File: src/rtl/pipe_pkg.sv
// pipe_pkg: shared definitions for the 5-stage CPU pipeline registers.
//   ZERO_REG     - index of the hard-wired zero register at the default width
//   DATA_W_DEF   - default data channel width
//   RD_W_DEF     - default register index width
//   stage_ctrl_e - bit positions inside the control bundle
package pipe_pkg;

  localparam int DATA_W_DEF = 64;
  localparam int RD_W_DEF   = 5;

  // All-ones register index is the zero register (XZR); never a forwarding source.
  localparam logic [RD_W_DEF-1:0] ZERO_REG = '1;

  typedef enum logic [1:0] {
    UNCOND_BR  = 2'd0,
    REG_WRITE  = 2'd1,
    MEM_TO_REG = 2'd2,
    MEM_WRITE  = 2'd3
  } stage_ctrl_e;

endpackage : pipe_pkg

File: src/rtl/register_en_Nbit.sv
// register_en_Nbit: N-bit register with async active-low reset, synchronous
// clear and load enable. Clear has priority over enable; both return to RST_VAL.
//   clk    - rising-edge clock
//   rst_n  - asynchronous reset, active-low
//   en_i   - load d_i this edge
//   clr_i  - load RST_VAL this edge (overrides en_i)
//   d_i    - next value
//   q_o    - registered value
module register_en_Nbit #(
  parameter int             N       = 1,
  parameter logic [N-1:0]   RST_VAL = '0
) (
  input  logic         clk,
  input  logic         rst_n,
  input  logic         en_i,
  input  logic         clr_i,
  input  logic [N-1:0] d_i,
  output logic [N-1:0] q_o
);

  logic [N-1:0] q_q;
  logic [N-1:0] q_d;

  // NOTE: q_d takes the hold value first so every path assigns it and no latch is inferred.
  always_comb begin
    q_d = q_q;
    if (clr_i) begin
      q_d = RST_VAL;
    end else if (en_i) begin
      q_d = d_i;
    end
  end

  // NOTE: sequential state uses non-blocking assignments so all registers update together.
  always_ff @(posedge clk or negedge rst_n) begin
    if (!rst_n) begin
      q_q <= RST_VAL;
    end else begin
      q_q <= q_d;
    end
  end

  assign q_o = q_q;

endmodule : register_en_Nbit

File: src/rtl/pipe_stage_reg.sv
// pipe_stage_reg: inter-stage pipeline register (IF/ID, ID/EX, EX/MEM, MEM/WB).
// Carries valid, control bundle, NUM_DATA data channels and a destination
// register index, with stall (hold), flush (bubble), a saturating consecutive
// stall counter and a forwarding comparator against two consumer sources.
// Edge priority: flush > stall > load.
//   clk, reset          - clock, asynchronous active-low reset
//   stall, flush        - hold / bubble insertion
//   valid_in, ctrl_in, data_in, rd_in - upstream instruction
//   rs_a, rs_b          - consumer source register indices
//   valid_out, ctrl_out, data_out, rd_out - registered instruction
//   fwd_a, fwd_b        - forward this stage's result to source A / B
//   stall_cycles        - consecutive stalled cycles, saturating
module pipe_stage_reg
  import pipe_pkg::*;
#(
  parameter int DATA_W       = DATA_W_DEF,
  parameter int NUM_DATA     = 2,
  parameter int CTRL_W       = 4,
  parameter int RD_W         = RD_W_DEF,
  parameter int REGWRITE_BIT = int'(REG_WRITE),
  parameter int CNT_W        = 4
) (
  input  logic                       clk,
  input  logic                       reset,
  input  logic                       stall,
  input  logic                       flush,
  input  logic                       valid_in,
  input  logic [CTRL_W-1:0]          ctrl_in,
  input  logic [NUM_DATA*DATA_W-1:0] data_in,
  input  logic [RD_W-1:0]            rd_in,
  input  logic [RD_W-1:0]            rs_a,
  input  logic [RD_W-1:0]            rs_b,
  output logic                       valid_out,
  output logic [CTRL_W-1:0]          ctrl_out,
  output logic [NUM_DATA*DATA_W-1:0] data_out,
  output logic [RD_W-1:0]            rd_out,
  output logic                       fwd_a,
  output logic                       fwd_b,
  output logic [CNT_W-1:0]           stall_cycles
);

  localparam logic [RD_W-1:0]  ZERO_RD = '1;
  localparam logic [CNT_W-1:0] CNT_MAX = '1;

  logic                       valid_q;
  logic [CTRL_W-1:0]          ctrl_q;
  logic [CTRL_W-1:0]          ctrl_d;
  logic [NUM_DATA*DATA_W-1:0] data_q;
  logic [RD_W-1:0]            rd_q;
  logic [CNT_W-1:0]           cnt_q;
  logic [CNT_W-1:0]           cnt_d;
  logic                       load_en;

  assign load_en = ~stall;

  // An invalid instruction never carries control into the next stage.
  assign ctrl_d = valid_in ? ctrl_in : '0;

  register_en_Nbit #(.N(1), .RST_VAL(1'b0)) u_valid_reg (
    .clk   (clk),
    .rst_n (reset),
    .en_i  (load_en),
    .clr_i (flush),
    .d_i   (valid_in),
    .q_o   (valid_q)
  );

  register_en_Nbit #(.N(CTRL_W), .RST_VAL('0)) u_ctrl_reg (
    .clk   (clk),
    .rst_n (reset),
    .en_i  (load_en),
    .clr_i (flush),
    .d_i   (ctrl_d),
    .q_o   (ctrl_q)
  );

  // Data is left untouched by a flush: the bubble is defined by valid/ctrl/rd alone.
  register_en_Nbit #(.N(NUM_DATA*DATA_W), .RST_VAL('0)) u_data_reg (
    .clk   (clk),
    .rst_n (reset),
    .en_i  (load_en & ~flush),
    .clr_i (1'b0),
    .d_i   (data_in),
    .q_o   (data_q)
  );

  register_en_Nbit #(.N(RD_W), .RST_VAL(ZERO_RD)) u_rd_reg (
    .clk   (clk),
    .rst_n (reset),
    .en_i  (load_en),
    .clr_i (flush),
    .d_i   (rd_in),
    .q_o   (rd_q)
  );

  // Consecutive stall counter: saturates instead of wrapping, clears on flush or load.
  always_comb begin
    cnt_d = '0;
    if (!flush && stall) begin
      cnt_d = (cnt_q == CNT_MAX) ? cnt_q : cnt_q + CNT_W'(1);
    end
  end

  always_ff @(posedge clk or negedge reset) begin
    if (!reset) begin
      cnt_q <= '0;
    end else begin
      cnt_q <= cnt_d;
    end
  end

  // Writes to the zero register are discarded, so they must never be forwarded.
  logic producer_ok;
  assign producer_ok = valid_q & ctrl_q[REGWRITE_BIT] & (rd_q != ZERO_RD);
  assign fwd_a       = producer_ok & (rd_q == rs_a);
  assign fwd_b       = producer_ok & (rd_q == rs_b);

  assign valid_out    = valid_q;
  assign ctrl_out     = ctrl_q;
  assign data_out     = data_q;
  assign rd_out       = rd_q;
  assign stall_cycles = cnt_q;

endmodule : pipe_stage_reg

File: config.mk
export PLATFORM = sky130hd
export DESIGN_NAME = pipe_stage_reg
export DESIGN_NICKNAME = d
export VERILOG_FILES = /design/src/rtl/pipe_pkg.sv /design/src/rtl/register_en_Nbit.sv /design/src/rtl/pipe_stage_reg.sv
export SDC_FILE = /design/constraint.sdc
export NUM_CORES = 1
export LEC_CHECK = 0
export ABC_AREA = 0
export BUFFER_PORTS_ARGS = -buffer_cell sky130_fd_sc_hd__buf_2
export CORE_ASPECT_RATIO = 1.75
export CORE_MARGIN = 8
export CORE_UTILIZATION = 42
export DETAILED_ROUTE_END_ITERATION = 8
export PLACE_DENSITY = 0.77
export SETUP_SLACK_MARGIN = 0.05
export SLEW_MARGIN = 5
export SYNTH_ARGS = -nofsm -noshare
export SYNTH_HDL_FRONTEND = slang
export SYNTH_SLANG_ARGS = --single-unit
File: constraint.sdc
create_clock -name clk -period 1.15 [get_ports clk]
set_input_delay 0.0575 -clock clk [delete_from_list [all_inputs] [get_ports clk]]
set_output_delay 0.0575 -clock clk [all_outputs]
set_load 0.02 [all_outputs]
* After elaboration in Yosys (flattened, before gate mapping) *
Index checks and enable logic that the tools add are counted.

storage, ports and cells
  register bits after elaboration = 142
  input port bits = 152
  output and inout bits = 144

cells by class
  add/subtract/negate cells = 1
  equality and inequality tests = 6
  mux-type cells = 9
  bitwise logic cells = 7
  reductions and logical operators = 2

operators by type and width
  kind                                            number
  2-to-1 mux 4 bit                                5
  == test 5 bit                                   2
  2-to-1 mux 5 bit                                2
  AND 1 bit                                       5
  != test 5 bit (second input constant)           1
  adder 4 x 1 -> 4 bit (second input constant)    1
  == test 4 bit (second input constant)           1
  2-to-1 mux 1 bit                                2
  != test 2 x 1 -> 1 bit (second input constant)  1
  != test 2 bit (second input constant)           1
  inverter 1 bit                                  2
  logical AND 1 bit                               1
  zero test 1 bit                                 1

* Depth between registers and ports, before layout *
Gate-level depths: netlist (run 1).

  depth in word-level cells = 3
  mapped depth = 4
  depth with buffers taken out = 4

* Hierarchy *
Synthesis (run 1) repeated with hierarchy kept, for this count alone.

unflattened totals
  cell total of the unflattened synthesis = 487
  area, all modules = 6085.8 um^2

by module, submodules not included
  module                           instances  cells an instance  area each (um^2)  seq. area each (um^2)
  register_en_Nbit at u_data_reg   1          412                5292.6            3203.1
  pipe_stage_reg                   1          43                 364.1             100.1
  register_en_Nbit at u_rd_reg     1          16                 230.2             131.4
  register_en_Nbit at u_ctrl_reg   1          13                 160.2             100.1
  register_en_Nbit at u_valid_reg  1          3                  38.8              25.0

* Least setup slack after synthesis (run 1) *
Ideal clock, no wire load.

  kind = reg2out
  start point = reg u_rd_reg.q_q[0] (netlist: u_rd_reg.q_o[0])
  end point = out fwd_a
  arrival time = 1.543 ns
  data required time = 1.092 ns
  slack = -0.451 ns
  stages on the path, launching flop included = 4
  cells stage by stage = dfstp_2 xnor2_1 nand3_1 nor4_1

between the ends
  longest elaborated chain between the ends = 3
  elaborated cells on any way between the ends = 4
  classes of those cells = 2 x eq/ne; 2 x bitwise

RTL lines
  element                 RTL line                RTL
  start, declared         register_en_Nbit.sv:21  logic [N-1:0] q_q;
  start signal, assigned  register_en_Nbit.sv:39  q_q <= q_d;
  != test 5 bit           pipe_stage_reg.sv:114   assign producer_ok = valid_q & ctrl_q[REGWRITE_BIT] & (rd_q != ZERO_RD);
  AND 1 bit               pipe_stage_reg.sv:114
  AND 1 bit (*)           pipe_stage_reg.sv:115   assign fwd_a = producer_ok & (rd_q == rs_a);
  end, declared           pipe_stage_reg.sv:37    output logic fwd_a,

Mark *: on every way between the ends. The rest lies on a longest branch, timed or not.

* Worst setup path after layout (run 1) *
  start point = reg u_rd_reg.q_q[4] (netlist: u_rd_reg.q_o[4])
  end point = out fwd_a

Same word-level chain as after synthesis.

==> qor.yml, run 1 <==
final_layout:
  layout-drive-gt1-share_pct: 61.6
  layout.cells.non_filler: 1016
  final_cell_mix: "buf_2 (283), dlygate4sd3_1 (138), dfrtp_1 (134)"
  multi_input_area_um2: 2320
  fin_area_um2: 10100
  areaGrowthSynthToFinish_pct: 66.3
  final_nets: 973
  seq_area_um2: 3560
  postLayoutCoreUtil_pct: 70.7
  fill_cells: 889
  layout_commonest_cell: "buf_2"
floorplan:
  rows: 58
  core_area_um2: 14300
  dieArea_um2: 18700
  num_io_pins: 296
  initial_utilization_pct: 42.5
  die_w_um: 107
  die_y_um: 175
placement:
  gp_congestion: 0.888
  placed_area_um2: 7930
  post-place-ws_ps: -143
  hpwl_um: 13800
  post-place-cells: 832
  portBuffers: 295
global_routing:
  antenna_found_initial: 3
  grt_pass1_wl_um: 31700
  grt_pass1_vias: 5739
  grt_max_degree: 38
  track_usage_pct: 22.0
  grt-ovfl-total: 0
sta:
  setup_viol: 7
  layout_setup_ws_ps: -611
  min_period_ps: 1760
  fin_setup_tns_ps: -1920
  max_slew.worst_pin.slew_ps: 376
  fin_worst_skew_ps: 4.70
  finalHoldViolations: 0
  slew_viol_final: 0
  whs_ps: 44.0
  max_freq_ghz: 0.568
  final.period_utilization_pct: 153
  rsz0062_at_grt: "true"
  maxSlewHeadroom_pct: 74.9
logic_synthesis:
  synth_cell_types: 26
  yosys.area.top_type: "dfrtp_1"
  synth_edf_count: 0
  synth_cells: 340
  yosysWarnings: 0
  synthTopCellsByArea: "dfrtp_1 (56%), mux2_4 (30%), buf_12 (3.6%)"
  synth-seq-cells: 142
  syn_area_per_cell_um2: 17.9
  synth_top_area_share_pct: 56.4
  syn_nets: 493
  synthFlopType: "dfrtp_1"
  syn-cell-area_um2: 6080
  synth-seq-area-share_pct: 58.6
  async_reset_ff_share_pct: 100
power_and_ir_drop:
  p_total_mw: 15.8
  leakagePower_nw: 5.07
  ir_drop_uv: 903
  p_per_area_nw_per_um2: 1560
critical_path:
  worstPathRequired_ps: 1090
  path_max_fanout: 4
  end_kind: "output port"
  slowest_delay_ps: 590
  ff2ff_path_depth: 4
  worst_setup_path_start_kind: "register"
  crit_chain: "xnor2_1 > nand3_1 > nor4_4 > buf_4"
  critPathKind: "register to output port"
  slowest_stage: "dfstp_2"
  crit_arrival_ps: 1700
clocking:
  clk_path_buf_depth: 2
  htreeDepth: 4
  cts.sinks: 142
  insertion_delay_ps: 400
  cts_root_buf: "clkbuf_16"
  cts_buffers: 17
  clkTransAtPathRegs_ps: 60
  cts_tree: "done"
outcome:
  violations: "setup timing"
  status: "complete, but fails checks"
routing:
  wire_per_inst_um: 20.6
  drt_iter0_markers: 147
  drt_wl_total_um: 20900
  vias: 4892
  postRouteAntennaNets: 0
  vias_per_cell: 4.81
  route.detailed.drc: 0
  drt_pass1_iterations: 4
job:
  maxCapViolations: 0
hold_path:
  hold_path_depth: 3
  worstHoldPathType: "input pin to register"
## flip-flops by register name, indices dropped and copies added, names as in the netlist
name and flops:
u_data_reg.q_o 128, u_valid_reg.q_o 1, u_ctrl_reg.q_o 4, stall_cycles 4
u_rd_reg.q_o 5
## synth_stat cells (2+ instances only)
cell type	instances
dfrtp_1	137
mux2_4	120
buf_12	11
nor2_1	9
mux2_2	8
xnor2_1	7
a211o_1	5
dfstp_2	5
nand3_1	5
a22oi_1	4
and2b_1	4
xor2_1	4
buf_6	3
clkbuf_1	2
nand2_1	2
nor2b_1	2
nor3_1	2
nor4_1	2
## layer usage
| metal | wire length, um | track usage (%) | vias to the layer above |
|---|---|---|---|
| li1 | - | - | 2158 |
| met1 | 7020 | 21.4 | 2440 |
| met2 | 11700 | 40.2 | 215 |
| met3 | 930 | 4.87 | 79 |
| met4 | 1300 | 14.4 | 0 |
| met5 | 0 | 0 | - |
## final timing paths
check	slack (ps)	from	to
max in group asynchronous	470	reset	u_data_reg.q_o[19]$_DFFE_PN0P_
min in group asynchronous	130	reset	u_data_reg.q_o[50]$_DFFE_PN0P_
hold reg to reg	500	u_data_reg.q_o[64]$_DFFE_PN0P_	u_data_reg.q_o[64]$_DFFE_PN0P_
hold / removal	40	flush	u_ctrl_reg.q_o[3]$_DFFE_PN0N_
setup / recovery	-610	u_rd_reg.q_o[4]$_DFFE_PN1N_	fwd_a
setup reg to reg	40	stall_cycles[1]$_DFFE_PN0P_	stall_cycles[3]$_DFFE_PN0P_
## where the power goes
part	switching (mW)	internal [mW]
Clock	2.24	3.31
Combinational	2.02	2.08
Sequential	0.456	5.70
Total	4.72	11.1
## kinds of logic (layout without fill, tap and decap cells)
kind of cell / count (synthesis) / in the layout / synth area share [%]
simple gates: 29 / 29 / 2.51
xor+xnor: 11 / 11 / 1.59
buf+inv: 16 / 509 / 4.30
fa+ha+maj: 1 / 1 / 0.206
other cells: 0 / 3 / 0
flops: 142 / 142 / 58.6
mux: 129 / 129 / 31.3
compound gates: 12 / 12 / 1.52
## critical path: cells and delay by family, from the launching register on
| family | cells | cell delay, ps |
|---|---|---|
| flip-flops | 1 | 590 |
| AND/OR/NAND/NOR | 2 | 330 |
| buffers and inverters | 1 | 200 |
| XOR/XNOR | 1 | 170 |
## final cells by class
type / count / area share, %
Clock inverter: 13 / 1.51
Antenna cell: 3 / 0.0743
Tap cell: 180 / 2.23
Sequential cell: 142 / 35.3
Clock buffer: 19 / 4.38
Timing Repair Buffer: 477 / 33.6
Multi-Input combinational cell: 182 / 23.0
## timing repair
item                                    4_1_cts  5_1_grt
pin swaps                                     0        2
hold buffers                                138        0
endpoints found under the setup margin       11       14
endpoints found under the hold margin       279        0
gates resized for setup                      17       14
gates cloned                                  0        0
buffers inserted                              5        9
(Power assumes the default switching activity.)
==> inputs of run 2 (changes only) <==
- SYNTH_HIERARCHICAL: unset -> 1
==> qor.yml, run 2 <==
clocking:
  cts.sinks: 142  # unchanged
  clk_path_buf_depth: 2  # unchanged
  cts_buffers: 17  # unchanged
  clkTransAtPathRegs_ps: 70  # about the same
  cts_tree: "done"
  cts_root_buf: "clkbuf_16"
  insertion_delay_ps: 400  # about the same
  htreeDepth: 4  # unchanged
final_layout:
  postLayoutCoreUtil_pct: 69.8  # -0.89 points
  fill_cells: 970  # +9.1%
  layout.cells.non_filler: 1140  # +12%
  areaGrowthSynthToFinish_pct: 64.0
  layout_commonest_cell: "buf_2"
  final_nets: 1098  # +13%
  layout-drive-gt1-share_pct: 40.1  # -22 points
  largest_reg_flops: 128  # unchanged
  final_cell_mix: "buf_2 (283), dlygate4sd3_1 (138), nor2_1 (137)"
  fin_area_um2: 9980  # -1.3%
placement:
  placed_area_um2: 7850  # -0.93%
  gp_congestion: 0.809  # -9.0%
  hpwl_um: 13000  # -5.6%
  portBuffers: 295  # unchanged
  post-place-cells: 961  # +16%
power_and_ir_drop:
  ir_drop_uv: 901  # -0.18%
  leakagePower_nw: 5.22  # +3.1%
  p_int_mw: 9.54  # -14%
  switching_share_pct: 26.9  # -2.9 points
  combPwrFrac_pct: 17.1  # -8.8 points
  power.share.clock_pct: 41.6  # +6.5 points
  p_per_area_nw_per_um2: 1310  # -16%
  p_sw_mw: 3.52  # -25%
  power_frac_seq_pct: 41.3  # +2.3 points
logic_synthesis:
  yosys.area.top_type: "dfrtp_1"
  synthFlopType: "dfrtp_1"
  synth_most_common_cell: "nor2_1"
  synth_cells: 487  # +43%
  synth_edf_count: 0  # unchanged
  async_reset_ff_share_pct: 100  # unchanged
  yosysWarnings: 6  # +6
  synth-seq-cells: 142  # unchanged
  synthTopCellsByCount: "nor2_1 (138), dfrtp_1 (137), mux2i_1 (134)"
  syn_area_per_cell_um2: 12.5  # -30%
  syn-cell-area_um2: 6090  # +0.14%
  synthTopCellsByArea: "dfrtp_1 (56%), mux2i_1 (22%), nor2_1 (8.5%)"
  synth_cell_types: 26  # unchanged
  synth_top_area_share_pct: 56.3  # -0.081 points
  synth-seq-area-share_pct: 58.5  # -0.084 points
critical_path:
  r2r-start: "stall_cycles[1]$_DFFE_PN0P_"
  timing.rr.end: "stall_cycles[1]$_DFFE_PN0P_"
  slowest_delay_ps: 600  # about the same
  ff2ff_setup_slack_ps: 50  # about the same
  crit_arrival_ps: 1650  # -50 ps
  end_kind: "output port"
  slowest_stage: "dfstp_2"
  worstPathRequired_ps: 1090  # about the same
  path_max_fanout: 5  # +1
  ff2ff_path_depth: 4  # unchanged
  worst_setup_path_start_kind: "register"
  crit_chain: "nand2_1 > o211ai_4 > nor4_4 > buf_4"
  critPathKind: "register to output port"
hold_path:
  hold_path_depth: 4  # +1
  min_to: "u_ctrl_reg/q_o[0]$_DFFE_PN0P_"
  hp-start: "ctrl_in[0]"
  worstHoldPathType: "input pin to register"
sta:
  layout_setup_ws_ps: -553  # +57.8 ps
  fin_worst_skew_ps: 3.90  # -0.805 ps
  slew_viol_final: 0  # unchanged
  finalHoldViolations: 0  # unchanged
  setup_viol: 8  # +1
  rsz0062_at_grt: "true"
  final.period_utilization_pct: 148  # -5.0 points
  max_freq_ghz: 0.587  # +3.4%
  min_period_ps: 1700  # -57.8 ps
  fin_setup_tns_ps: -1730  # +194 ps
  whs_ps: 28.9  # -15.1 ps
routing:
  vias_per_cell: 4.82  # about the same
  drt_wl_total_um: 20600  # -1.7%
  wire_per_inst_um: 18.1  # -12%
  route.detailed.drc: 0  # unchanged
  drt_iter0_markers: 190  # +29%
  postRouteAntennaNets: 0  # unchanged
  drt_pass1_iterations: 5  # +1
  vias: 5493  # +12%
floorplan:
  die_w_um: 107  # about the same
  num_io_pins: 296  # unchanged
  rows: 58  # unchanged
  die_y_um: 175  # about the same
  initial_utilization_pct: 42.6  # +0.061 points
  dieArea_um2: 18700  # +0.13%
  core_area_um2: 14300  # unchanged
global_routing:
  busiest_layer: "met2"
  grt_max_degree: 101  # +170%
  antenna_found_initial: 2  # -1
  grt_pass1_vias: 6210  # +8.2%
  use_met3_pct: 6.68  # +1.8 points
  grtUsageMet1_pct: 22.3  # +0.92 points
  use_met2_pct: 37.6  # -2.6 points
  grt_pass1_wl_um: 32300  # +1.8%
  track_usage_pct: 21.7  # -0.36 points
  grt-ovfl-total: 0  # unchanged
outcome:
  violations: "setup timing"
  status: "complete, but fails checks"
job:
  maxCapViolations: 0  # unchanged
==> run 2: worst max-delay path: cells and delay by family, from the launching register on <==
kind | cells | cell delay, ps
AOI/OAI and AO/OA | 1 | 260
buffers and inverters | 1 | 160
DFF | 1 | 600
and+or+nand+nor | 2 | 220
==> run 2: final cells by class <==
type | instances | area [um^2] | share of cell area [%]
Clock inverter | 12 | 126 | 1.27
Timing Repair Buffer | 468 | 3330 | 33.3
Tap cell | 180 | 225 | 2.26
Antenna cell | 2 | 5.00 | 0.0502
Clock buffer | 20 | 467 | 4.68
Sequential cell | 142 | 3560 | 35.7
Inverter | 1 | 3.75 | 0.0376
Multi-Input combinational cell | 315 | 2260 | 22.7
==> run 2: power groups by stage <==
| stage | Sequential [mW] | Clock [mW] | Combinational, mW |
|---|---|---|---|
| final | 5.39 | 5.43 | 2.23 |
| after global routing | 5.42 | 5.74 | 2.39 |
| after CTS | 5.38 | 5.55 | 2.16 |
| after detailed placement | 5.46 | 0 | 1.76 |
| after global placement | 5.46 | 0 | 1.72 |
| after floorplan | 5.75 | 0 | 0.712 |
==> run 2: repair_timing <==
action / 4_1_cts / 5_1_grt
gates resized for setup: 17 / 11
hold buffers: 138 / 0
endpoints found under the setup margin: 12 / 13
hold endpoints to repair: 279 / 0
setup buffers: 4 / 3
pin swaps: 1 / 4
==> run 2: worst max-delay path by stage <==
stage / to / startpoint
6_report: fwd_b / u_rd_reg/q_o[3]$_DFFE_PN1P_
5_1_grt: fwd_b / u_rd_reg/q_o[4]$_DFFE_PN1P_
4_1_cts: fwd_b / u_rd_reg/q_o[0]$_DFFE_PN1P_
3_5_place_dp: fwd_b / u_rd_reg/q_o[2]$_DFFE_PN1P_
3_3_place_gp: fwd_b / u_rd_reg/q_o[2]$_DFFE_PN1P_
2_1_floorplan: fwd_a / u_rd_reg/q_o[1]$_DFFE_PN1P_
==> run 2: layer usage <==
metal | vias up | share of wire [%]
li1 | 2538 | -
met1 | 2630 | 35
met2 | 260 | 53
met3 | 65 | 7.3
met4 | 0 | 4.2
met5 | - | 0
==> run 2: kinds of logic (layout without fill, tap and decap cells) <==
kind of cell | count (synthesis) | in the layout | share of synthesized area (%)
and+or+nand+nor | 160 | 160 | 10.9
DFF | 142 | 142 | 58.5
muxes | 134 | 134 | 22.0
buffers and inverters | 31 | 501 | 5.72
xor gates and xnor gates | 11 | 11 | 1.58
AOI/OAI and AO/OA | 7 | 7 | 1.03
adders and majority gates | 1 | 1 | 0.206
other | 1 | 4 | 0.0616
==> run 2: metrics by stage <==
step           total power, mW  setup WS [ps]
4_1_cts                   13.1           -537
6_report                  13.1           -553
5_1_grt                   13.5           -619
3_3_place_gp              7.18          -63.7
3_5_place_dp              7.22          -89.9
2_1_floorplan             6.46          -47.2
